`src/rtl/branch_resolve_unit.sv`:
```
// Branch resolve stage: evaluates conditional branches, trains a 2-bit bimodal BHT,
// raises a registered redirect on mispredict and keeps branch/mispredict statistics.
module branch_resolve_unit #(
  parameter int unsigned XLEN      = 32,
  parameter int unsigned BHT_DEPTH = 64,
  parameter logic [1:0]  CTR_INIT  = 2'b01
) (
  input  logic            clk,
  input  logic            rst,
  input  logic [XLEN-1:0] if_pc,
  output logic            if_pred_taken,
  input  logic            res_valid,
  input  logic [31:0]     res_inst,
  input  logic [XLEN-1:0] res_pc,
  input  logic [XLEN-1:0] res_rs1,
  input  logic [XLEN-1:0] res_rs2,
  input  logic [XLEN-1:0] res_target,
  input  logic            res_pred_taken,
  output logic            res_taken,
  output logic            redirect,
  output logic [XLEN-1:0] redirect_pc,
  input  logic            stats_clr,
  output logic [31:0]     branch_cnt,
  output logic [31:0]     mispred_cnt
);

  localparam int unsigned IdxW   = $clog2(BHT_DEPTH);
  localparam logic [31:0] CntMax = '1;

  logic [1:0]      bht_q [BHT_DEPTH];
  logic [IdxW-1:0] if_idx, res_idx;
  logic [6:0]      opcode;
  logic [2:0]      funct3;
  logic            is_br, mispredict;
  logic [1:0]      ctr_cur, ctr_next;
  logic            redirect_q;
  logic [XLEN-1:0] redirect_pc_q, redirect_pc_d;
  logic [31:0]     branch_cnt_q, mispred_cnt_q;
  logic            unused_bits;

  assign opcode  = res_inst[6:0];
  assign funct3  = res_inst[14:12];
  assign if_idx  = if_pc[IdxW+1:2];
  assign res_idx = res_pc[IdxW+1:2];

  assign is_br = res_valid && (opcode == 7'b1100011) && (funct3 != 3'b010) && (funct3 != 3'b011);

  always_comb begin
    res_taken = 1'b0;
    if (is_br) begin
      unique case (funct3)
        3'b000:  res_taken = (res_rs1 == res_rs2);
        3'b001:  res_taken = (res_rs1 != res_rs2);
        3'b100:  res_taken = ($signed(res_rs1) <  $signed(res_rs2));
        3'b101:  res_taken = ($signed(res_rs1) >= $signed(res_rs2));
        3'b110:  res_taken = (res_rs1 <  res_rs2);
        3'b111:  res_taken = (res_rs1 >= res_rs2);
        default: res_taken = 1'b0;
      endcase
    end
  end

  // Reads return the stored value, so a same-cycle update is seen one cycle later.
  assign if_pred_taken = bht_q[if_idx][1];
  assign ctr_cur       = bht_q[res_idx];

  always_comb begin
    ctr_next = ctr_cur;
    if (res_taken) begin
      if (ctr_cur != 2'b11) ctr_next = ctr_cur + 2'b01;
    end else begin
      if (ctr_cur != 2'b00) ctr_next = ctr_cur - 2'b01;
    end
  end

  always_ff @(posedge clk or posedge rst) begin
    if (rst) begin
      for (int unsigned i = 0; i < BHT_DEPTH; i++) bht_q[i] <= CTR_INIT;
    end else if (is_br) begin
      bht_q[res_idx] <= ctr_next;
    end
  end

  assign mispredict    = is_br && (res_taken != res_pred_taken);
  assign redirect_pc_d = res_taken ? res_target : res_pc + XLEN'(4);

  always_ff @(posedge clk or posedge rst) begin
    if (rst) begin
      redirect_q    <= 1'b0;
      redirect_pc_q <= '0;
    end else begin
      redirect_q <= mispredict;
      if (mispredict) redirect_pc_q <= redirect_pc_d;
    end
  end

  always_ff @(posedge clk or posedge rst) begin
    if (rst) begin
      branch_cnt_q  <= '0;
      mispred_cnt_q <= '0;
    end else if (stats_clr) begin
      branch_cnt_q  <= '0;
      mispred_cnt_q <= '0;
    end else begin
      if (is_br && (branch_cnt_q != CntMax))       branch_cnt_q  <= branch_cnt_q + 32'd1;
      if (mispredict && (mispred_cnt_q != CntMax)) mispred_cnt_q <= mispred_cnt_q + 32'd1;
    end
  end

  assign redirect    = redirect_q;
  assign redirect_pc = redirect_pc_q;
  assign branch_cnt  = branch_cnt_q;
  assign mispred_cnt = mispred_cnt_q;

  assign unused_bits = ^{if_pc[XLEN-1:IdxW+2], if_pc[1:0], res_pc[XLEN-1:IdxW+2], res_pc[1:0],
                         res_inst[31:15], res_inst[11:7]};

endmodule

```
`config.mk`:
```
export PLATFORM = sky130hd
export DESIGN_NAME = branch_resolve_unit
export DESIGN_NICKNAME = d
export VERILOG_FILES = /design/src/rtl/branch_resolve_unit.sv
export SDC_FILE = /design/constraint.sdc
export NUM_CORES = 1
export LEC_CHECK = 0
export ABC_CLOCK_PERIOD_IN_PS = 9940
export CAP_MARGIN = 10
export CORE_ASPECT_RATIO = 0.6
export CORE_MARGIN = 1
export CORE_UTILIZATION = 39
export CTS_BUF_LIST = sky130_fd_sc_hd__clkbuf_4
export DETAILED_ROUTE_END_ITERATION = 8
export PLACE_DENSITY = 0.62
export SLEW_MARGIN = 40
export SYNTH_ARGS = -nofsm -noshare
export SYNTH_HDL_FRONTEND = slang
export SYNTH_SLANG_ARGS = --single-unit
```
`constraint.sdc`:
```
create_clock -name clk -period 9.94 [get_ports clk]
set_clock_uncertainty 0.05 [all_clocks]
set_input_delay 2.485 -clock clk [delete_from_list [all_inputs] [get_ports clk]]
set_output_delay 2.485 -clock clk [all_outputs]
set_load 0.01 [all_outputs]
```
==> flow_metrics.env, run 1 <==
export IMPL_ant_nets=0
export IMPL_clk_path_buf_depth=3
export IMPL_via_per_inst=5.66
export IMPL_cts_resized=0
export IMPL_dp_cells=2110
export IMPL_r2r_slack_ns=5.56
export IMPL_post_dp_hpwl_um=31100
export IMPL_period_needed_ns=8.41
export IMPL_ioPinCount=296
export IMPL_syn_area_um2=14400
export IMPL_cts_buffers=58
export IMPL_worst_ep_arrival_time_ns=5.87
export IMPL_dieArea_um2=37800
export IMPL_nets=1926
export IMPL_fmax_mhz=119
export IMPL_r2r_end="mispred_cnt[19]"
export IMPL_synth_commonest_cells="dfrtp_1 (161), mux2_2 (144), nor2_1 (132)"
export IMPL_rsz0062_at_grt="no"
export IMPL_reg2reg_depth=10
export IMPL_p_leak_nw=7.59
export IMPL_ys_seq_area_frac=0.396
export IMPL_cts_sinks=225
export IMPL_synth_most_common_cell="dfrtp_1"
export IMPL_grt_pass1_wl_um=71500
export IMPL_antenna_found_initial=6
export IMPL_ys_top_cells_by_area="dfrtp_1 (28%), dfstp_2 (12%), mux2_2 (11%), mux4_2 (4.1%), nor2_1 (3.4%)"
export IMPL_grt_use_total=0.241
export IMPL_cts_htree_levels=2
export IMPL_clk_pin_slew_ns=0.08
export IMPL_synthArstFlopShare=1.00
export IMPL_syn_inst=1460
export IMPL_avgSynthCellArea_um2=9.89
export IMPL_synth_top_area_cell="dfrtp_1"
export IMPL_stdcell_count=2222
export IMPL_core_um2=36400
export IMPL_cts_root_buffer="clkbuf_4"
export IMPL_hold_path_cell_count=1
export IMPL_cts_hold_buf=0
export IMPL_clk_insertion_delay_late_ns=0.73
export IMPL_required_ns=7.41
export IMPL_yosys_area_top_type_share=0.279
export IMPL_first_iter_violations=1047
export IMPL_ir_worst_vdd_mv=0.0688
export IMPL_place_congestion=0.868
export IMPL_drc=0
export IMPL_vias=12567
export IMPL_hp_start="bht_q[99]"
export IMPL_fin_crit_sh=0.846
export IMPL_dieWidth_um=250
export IMPL_critPathMaxFanout=5
export IMPL_num_rows=54
export IMPL_worst_slew_pin_slew_ns=0.883
export IMPL_multiInputGateArea_um2=8070
export IMPL_ys_warn_count=0
export IMPL_setup_viol=0
export IMPL_ys_types=67
export IMPL_status="finished clean"
export IMPL_power_density_nw_per_um2=112
export IMPL_ys_seq_elements=225
export IMPL_grt_ovfl_total=0
export IMPL_dr_pass1_iters=7
export IMPL_die_h_um=151
export IMPL_tns_ns=0
export IMPL_routed_wl_um=45200
export IMPL_drive_gt1_frac=0.218
export IMPL_hold_violations=0
export IMPL_synth_nets=1692
export IMPL_hp_class="flip-flop to flip-flop"
export IMPL_ys_flop_type="dfrtp_1"
export IMPL_path_class="input port to primary output"
export IMPL_endpoint_kind="primary output"
export IMPL_cp_start_kind="input port"
export IMPL_initial_utilization=0.396
export IMPL_synthToLayoutAreaGrowth_pct=25.1
export IMPL_drv_cap=0
export IMPL_slew_violations=0
export IMPL_synth_edf_count=0
export IMPL_cts_tree="yes"
export IMPL_hold_ws_ns=0.485
export IMPL_fillers=3310
export IMPL_wl_per_cell_um=20.4
export IMPL_regToRegStartpoint="mispred_cnt[18]"
export IMPL_grt_pass1_vias=12553
export IMPL_max_slew_margin=0.411
export IMPL_grt_max_degree=99
export IMPL_register_area_um2=5710
export IMPL_port_buffers=247
export IMPL_post_cts_setup_buffers=0
export IMPL_hold_end="bht_q[99]"
export IMPL_fin_util=0.496
routing by layer:
metal,vias up,share of wire,GRT usage
met1,6136,0.47,0.354
li1,5830,-,-
met4,2,0.024,0.0804
met5,-,0.00038,0
met2,521,0.41,0.339
met3,78,0.092,0.0626
layout make-up:
class                   instances  area share
diodes                          4    0.000554
inverters                      70      0.0150
repair buffers                272       0.147
flip-flops and latches        225       0.316
multi-input cells            1067       0.447
clock inverters                18     0.00409
well taps                     476      0.0330
clock buffers                  90      0.0374
kinds of logic after synthesis:
kind of cell / Yosys count / synth area share
muxes: 247 / 0.209
xor gates and xnor gates: 54 / 0.0328
AOI/OAI and AO/OA: 181 / 0.0930
buffers and inverters: 168 / 0.0492
and+or+nand+nor: 548 / 0.188
DFF: 225 / 0.396
adders and majority gates: 37 / 0.0319
critical path, stage by stage:
cell and delay (ns):
clkdlybuf4s50_1 0.49, inv_1 0.06, ha_1 0.42, nand4_1 0.21, nor3_1 0.34, nand2b_1 0.18, a31oi_2 0.25, nor3_1 0.07
a221oi_1 0.47, o311ai_4 0.16, inv_2 0.16, clkdlybuf4s50_1 0.55
power by group:
| group | switching (mW) | internal (mW) |
|---|---|---|
| clock network | 0.417 | 0.412 |
| logic | 0.158 | 0.116 |
| registers | 0.00188 | 0.919 |
cell usage in the layout, fill, tap and decap left out, types with 5 or more instances in the layout:
cell and n:
dfrtp_1 161, clkdlybuf4s50_1 242, nor3_1 58, xor2_1 27
a221oi_1 42, a22oi_1 9, nor4_1 20, o22ai_1 25
nand2b_1 28, nor2b_1 34, dfstp_2 64, o21ai_0 15
nand2_1 118, a21oi_1 27, clkbuf_4 90, o221ai_1 8
mux2i_1 42, mux2_1 35, o31ai_1 5, ha_1 35
inv_1 67, mux4_2 26, xnor2_1 27, o211ai_1 5
or3_1 6, and4_1 7, clkinv_2 5, mux2_2 144
clkinv_1 12, buf_2 5, a21o_1 10, nand4_1 38
and3_1 18, and2_1 12, buf_6 5, nor2_1 132
buf_4 20, nand3_1 55
registers in the layout (all words and copies together) (netlist names):
| register | count |
|---|---|
| bht_q | 128 |
| branch_cnt | 32 |
| mispred_cnt | 32 |
| redirect_pc | 32 |
| redirect | 1 |
per-stage QoR:
stage	area (um^2)	total power, mW	setup slack (ns)
after floorplan	14400	1.09	1.35
after global placement	17200	1.20	1.63
after detailed placement	17300	1.21	1.56
after CTS	18000	2.05	1.55
after global routing	18100	2.12	1.37
final	18100	2.02	1.53
worst max path at each step:
stage                      from         end  cells past startpoint
floorplan                   rst  bht_q[101]                      1
global placement    res_rs2[31]   res_taken                     12
detailed placement  res_rs2[31]   res_taken                     12
CTS                 res_rs2[31]   res_taken                     12
global route        res_rs2[31]   res_taken                     12
finish              res_rs2[31]   res_taken                     12
No activity file was read; power rests on OpenSTA's default activity.
==> run 2: changes to the inputs <==
--- a/config.mk
+++ b/config.mk
@@ -5,7 +5,7 @@
 export SDC_FILE = /design/constraint.sdc
 export NUM_CORES = 1
 export LEC_CHECK = 0
-export ABC_CLOCK_PERIOD_IN_PS = 9940
+export ABC_CLOCK_PERIOD_IN_PS = 8100
 export CAP_MARGIN = 10
 export CORE_ASPECT_RATIO = 0.6
 export CORE_MARGIN = 1
==> constraint.sdc (replaced) <==
create_clock -name clk -period 8.1 [get_ports clk]
set_clock_uncertainty 0.05 [all_clocks]
set_input_delay 2.025 -clock clk [delete_from_list [all_inputs] [get_ports clk]]
set_output_delay 2.025 -clock clk [all_outputs]
set_load 0.01 [all_outputs]
==> flow_metrics.env, run 2 (synthesis gave the netlist of run 1 again) <==
export IMPL_initial_utilization=0.396
export IMPL_port_buffers=247
export IMPL_pre_cts_ws_ns=0.713
export IMPL_rsz0062_at_grt="no"
export IMPL_drive_gt1_frac=0.219
export IMPL_hp_start="bht_q[83]"
export IMPL_combPwrFrac=0.133
export IMPL_path_class="input port to primary output"
export IMPL_num_rows=54
export IMPL_power_density_nw_per_um2=141
export IMPL_wl_met3_um=3450
export IMPL_seqPwrFrac=0.440
export IMPL_hp_class="flip-flop to flip-flop"
export IMPL_r2r_slack_ns=3.97
export IMPL_clk_path_buf_depth=3
export IMPL_worst_slew_pin_slew_ns=0.884
export IMPL_dieWidth_um=250
export IMPL_largest_register_ffs=128
export IMPL_r2r_end="mispred_cnt[15]"
export IMPL_p_clk_frac=0.427
export IMPL_drc=0
export IMPL_p_leak_nw=7.64
export IMPL_placed_area_um2=17300
export IMPL_hold_path_cell_count=1
export IMPL_fillers=3353
export IMPL_drv_cap=0
export IMPL_ant_nets=0
export IMPL_dp_cells=2111
export IMPL_fin_util=0.500
export IMPL_grt_ovfl_total=0
export IMPL_first_iter_violations=1149
export IMPL_stdcell_count=2225
export IMPL_top_layer_used="met5"
export IMPL_cts_sinks=225
export IMPL_post_dp_hpwl_um=31200
export IMPL_grt_pass1_vias=11995
export IMPL_clk_pin_slew_ns=0.08
export IMPL_tns_ns=0
export IMPL_fin_ws_ns=0.682
export IMPL_p_sw_frac=0.277
export IMPL_cp_start_kind="input port"
export IMPL_cpMaxStageDelayCell="clkdlybuf4s50_1"
export IMPL_synthToLayoutAreaGrowth_pct=26.1
export IMPL_regToRegStartpoint="mispred_cnt[18]"
export IMPL_ioPinCount=296
export IMPL_wl_met2_um=18700
export IMPL_clk_insertion_delay_late_ns=0.75
export IMPL_worst_path_buf_inv=4
export IMPL_wl_met1_um=21800
export IMPL_cts_buffers=58
export IMPL_dieArea_um2=37800
export IMPL_vias=12464
export IMPL_regMostFlops="bht_q"
export IMPL_hold_violations=0
export IMPL_finalInstanceArea_um2=18200
export IMPL_wl_per_cell_um=20.1
export IMPL_cts_htree_levels=2
export IMPL_mostFrequentLayoutCells="clkdlybuf4s50_1 (242), dfrtp_1 (161), mux2_2 (144)"
export IMPL_dr_pass1_iters=5
export IMPL_via_per_inst=5.60
export IMPL_cp_top_family="buffers and inverters"
export IMPL_die_h_um=151
export IMPL_post_cts_setup_buffers=0
export IMPL_ir_worst_vdd_mv=0.0742
export IMPL_endpoint_kind="primary output"
export IMPL_required_ns=6.03
export IMPL_fin_crit_sh=0.916
export IMPL_cts_hold_buf=0
export IMPL_worst_ep_arrival_time_ns=5.34
export IMPL_fin_total_pwr_mw=2.57
export IMPL_max_slew_margin=0.411
export IMPL_cts_tree="yes"
export IMPL_p_sw_uw=710
export IMPL_period_needed_ns=7.42
export IMPL_grt_max_degree=158
export IMPL_critPathMaxFanout=5
export IMPL_p_int_mw=1.86
export IMPL_grt_use_total=0.238
export IMPL_cts_resized=0
export IMPL_slew_violations=0
export IMPL_hold_end="bht_q[83]"
export IMPL_cts_root_buffer="clkbuf_4"
export IMPL_fmax_mhz=135
export IMPL_status="finished clean"
export IMPL_nets=1929
export IMPL_antenna_found_initial=3
export IMPL_path_cells="clkdlybuf4s50_1, inv_1, ha_1, nand4_1, nor3_1, nand2b_1, a31oi_2, nor3_1, a221oi_1, o311ai_4, inv_2, clkdlybuf4s50_1"
export IMPL_startpoint="res_rs2[31]"
export IMPL_place_congestion=0.880
export IMPL_reg2reg_depth=10
export IMPL_grt_pass1_wl_um=70300
export IMPL_cpPeakStageDelay_ns=0.55
export IMPL_setup_viol=0
export IMPL_final_common_cell="clkdlybuf4s50_1"
export IMPL_routed_wl_um=44800
export IMPL_core_um2=36400
export IMPL_hold_ws_ns=0.486
==> run 2: cell count changes in the layout (fill, tap and decap cells not counted), moves of 3 or more <==
cell	delta
buf_12	+4
clkinv_2	-4
buf_6	-3
clkbuf_4	+3
==> run 2: worst reg2reg max path, stage by stage (launching register included) <==
cell	delay (ns)
dfrtp_1	0.47
and4_1	0.29
nand4_1	0.23
nor4_1	0.60
and3_1	0.33
nand4_1	0.67
nand4_1	0.36
buf_4	0.37
nor3_1	0.10
mux2i_1	0.19
mux2_1	0.35
==> run 2: worst max path at each step <==
stage / end / depth (start not counted)
finish: res_taken / 12
global route: res_taken / 12
CTS: res_taken / 12
detailed placement: res_taken / 12
global placement: res_taken / 12
floorplan: if_pred_taken / 5
==> run 2: power groups by stage <==
stage | clock network, mW | logic [mW] | registers, mW
3_3_place_gp | 0 | 0.331 | 1.15
5_1_grt | 1.18 | 0.370 | 1.13
2_1_floorplan | 0 | 0.191 | 1.15
4_1_cts | 1.13 | 0.339 | 1.13
3_5_place_dp | 0 | 0.337 | 1.15
6_report | 1.10 | 0.342 | 1.13
==> run 2: final cells by class <==
class | instances | area [um^2] | share of cell area
inverters | 70 | 267 | 0.0146
clock inverters | 17 | 118 | 0.00646
flip-flops and latches | 225 | 5710 | 0.314
clock buffers | 93 | 698 | 0.0384
well taps | 476 | 596 | 0.0327
repair buffers | 275 | 2740 | 0.150
diodes | 2 | 5.00 | 0.000275
multi-input cells | 1067 | 8070 | 0.443
==> run 2: routing by layer <==
| metal | up-vias | track usage |
|---|---|---|
| met5 | - | 0 |
| met2 | 428 | 0.338 |
| met3 | 75 | 0.0617 |
| met4 | 2 | 0.0647 |
| li1 | 5818 | - |
| met1 | 6141 | 0.352 |
==> run 3: changes to the inputs <==
--- a/config.mk
+++ b/config.mk
@@ -13,7 +13,7 @@
 export CTS_BUF_LIST = sky130_fd_sc_hd__clkbuf_4
 export DETAILED_ROUTE_END_ITERATION = 8
 export PLACE_DENSITY = 0.62
-export SLEW_MARGIN = 40
+export SLEW_MARGIN = 5
 export SYNTH_ARGS = -nofsm -noshare
 export SYNTH_HDL_FRONTEND = slang
 export SYNTH_SLANG_ARGS = --single-unit
==> flow_metrics.env, run 3 (synthesis gave the netlist of run 1 again) <==
export IMPL_status="finished clean"
export IMPL_cts_tree="yes"
export IMPL_required_ns=6.03
export IMPL_hold_path_cell_count=1
export IMPL_path_cells="clkdlybuf4s50_1, inv_1, ha_1, nand4_1, nor4_2, a221oi_1, a31oi_2, nor3_1, a221oi_1, o311ai_4, inv_2, clkdlybuf4s50_1"
export IMPL_endpoint_kind="primary output"
export IMPL_cts_sinks=225
export IMPL_die_h_um=151
export IMPL_fin_crit_sh=0.918
export IMPL_clk_pin_slew_ns=0.07
export IMPL_final_common_cell="clkdlybuf4s50_1"
export IMPL_post_cts_setup_buffers=0
export IMPL_ant_nets=0
export IMPL_cts_buffers=58
export IMPL_slew_violations=0
export IMPL_p_leak_nw=7.59
export IMPL_regToRegStartpoint="mispred_cnt[18]"
export IMPL_dr_pass1_iters=5
export IMPL_multiInputGateArea_um2=8040
export IMPL_mostFrequentLayoutCells="clkdlybuf4s50_1 (244), dfrtp_1 (161), mux2_2 (144)"
export IMPL_cp_start_kind="input port"
export IMPL_synthToLayoutAreaGrowth_pct=25.2
export IMPL_hold_violations=0
export IMPL_cpMaxStageDelayCell="clkdlybuf4s50_1"
export IMPL_ioPinCount=296
export IMPL_via_per_inst=5.64
export IMPL_cts_root_buffer="clkbuf_4"
export IMPL_grt_ovfl_total=0
export IMPL_wl_per_cell_um=20.2
export IMPL_largest_register_ffs=128
export IMPL_hold_ws_ns=0.481
export IMPL_max_slew_margin=0.193
export IMPL_hp_class="flip-flop to flip-flop"
export IMPL_register_area_um2=5710
export IMPL_port_buffers=247
export IMPL_drc=0
export IMPL_routed_wl_um=44700
export IMPL_setup_viol=0
export IMPL_drive_gt1_frac=0.217
export IMPL_power_density_nw_per_um2=139
export IMPL_hold_end="bht_q[127]"
export IMPL_clk_insertion_delay_late_ns=0.73
export IMPL_dieWidth_um=250
export IMPL_grt_use_total=0.236
export IMPL_rsz0062_at_grt="no"
export IMPL_place_congestion=0.880
export IMPL_cpPeakStageDelay_ns=0.55
export IMPL_cts_hold_buf=0
export IMPL_grt_pass1_wl_um=70200
export IMPL_r2r_end="mispred_cnt[19]"
export IMPL_num_rows=54
export IMPL_fillers=3328
export IMPL_cts_htree_levels=2
export IMPL_critPathMaxFanout=4
export IMPL_vias=12498
export IMPL_ir_worst_vdd_mv=0.0735
export IMPL_fmax_mhz=134
export IMPL_combPwrFrac=0.135
export IMPL_grt_pass1_vias=12065
export IMPL_p_int_mw=1.82
export IMPL_worst_ep_arrival_time_ns=5.36
export IMPL_fin_total_pwr_mw=2.52
export IMPL_p_sw_uw=695
export IMPL_regMostFlops="bht_q"
export IMPL_cts_resized=0
export IMPL_initial_utilization=0.396
export IMPL_drv_cap=0
export IMPL_first_iter_violations=902
export IMPL_clk_path_buf_depth=3
export IMPL_period_needed_ns=7.44
export IMPL_p_clk_frac=0.416
export IMPL_worst_slew_pin_slew_ns=1.21
export IMPL_nets=1926
export IMPL_seqPwrFrac=0.449
export IMPL_dieArea_um2=37800
export IMPL_reg2reg_depth=10
export IMPL_r2r_slack_ns=4.02
export IMPL_post_dp_hpwl_um=31100
export IMPL_antenna_found_initial=2
export IMPL_p_sw_frac=0.276
export IMPL_core_um2=36400
export IMPL_tns_ns=0
export IMPL_hp_start="bht_q[127]"
export IMPL_path_class="input port to primary output"
export IMPL_grt_max_degree=158
run 3: cell types whose count changed in the layout (fill, tap and decap cells not counted), sizes merged:
cell,previous run,this run
buf,33,28
bufinv,2,0
clkbuf,93,100
clkdlybuf4s50,242,244
clkinv,15,6
diode,2,1
run 3: per-layer routing:
metal,global-route usage,wire length [um],vias to the layer above
met1,0.348,21600,6153
met2,0.344,18700,453
met5,0,17,-
met3,0.0596,3620,68
met4,0.0592,777,2
li1,-,-,5822
run 3: power by group through the flow:
stage	clock (mW)	combinational, mW	sequential [mW]
2_1_floorplan	0	0.191	1.15
3_3_place_gp	0	0.331	1.15
3_5_place_dp	0	0.336	1.15
4_1_cts	1.08	0.338	1.13
5_1_grt	1.14	0.367	1.13
6_report	1.05	0.338	1.13
run 3: critical path: cells and delay by family:
kind	cells	cell delay (ns)
compound gates	4	1.11
fa+ha+maj	1	0.28
buf+inv	4	1.25
simple gates	3	0.68
run 3: final cells by class:
| cell class | count | area share |
|---|---|---|
| Multi-Input combinational cell | 1067 | 0.445 |
| Sequential cell | 225 | 0.316 |
| Timing Repair Buffer | 272 | 0.148 |
| Clock buffer | 100 | 0.0415 |
| Tap cell | 476 | 0.0330 |
| Inverter | 70 | 0.0147 |
| Clock inverter | 6 | 0.00125 |
| Antenna cell | 1 | 0.000138 |
run 3: how the worst max path moves through the flow:
stage,from,to,slack [ns],cells past startpoint
after global placement,res_rs2[13],res_taken,0.73,12
final,res_rs2[13],res_taken,0.66,12
after detailed placement,res_rs2[31],res_taken,0.68,12
after global routing,res_rs2[31],res_taken,0.47,12
after floorplan,if_pc[2],if_pred_taken,1.56,5
after CTS,res_rs2[31],res_taken,0.67,12
run 3: metrics by stage:
stage | util | std cells | cell area, um^2 | setup slack, ns
floorplan | - | 1460 | 14400 | 1.56
global placement | 0.475 | 2110 | 17300 | 0.733
detailed placement | 0.475 | 2110 | 17300 | 0.682
CTS | 0.496 | 2216 | 18100 | 0.670
global route | 0.496 | 2217 | 18100 | 0.469
finish | 0.496 | 2217 | 18100 | 0.665
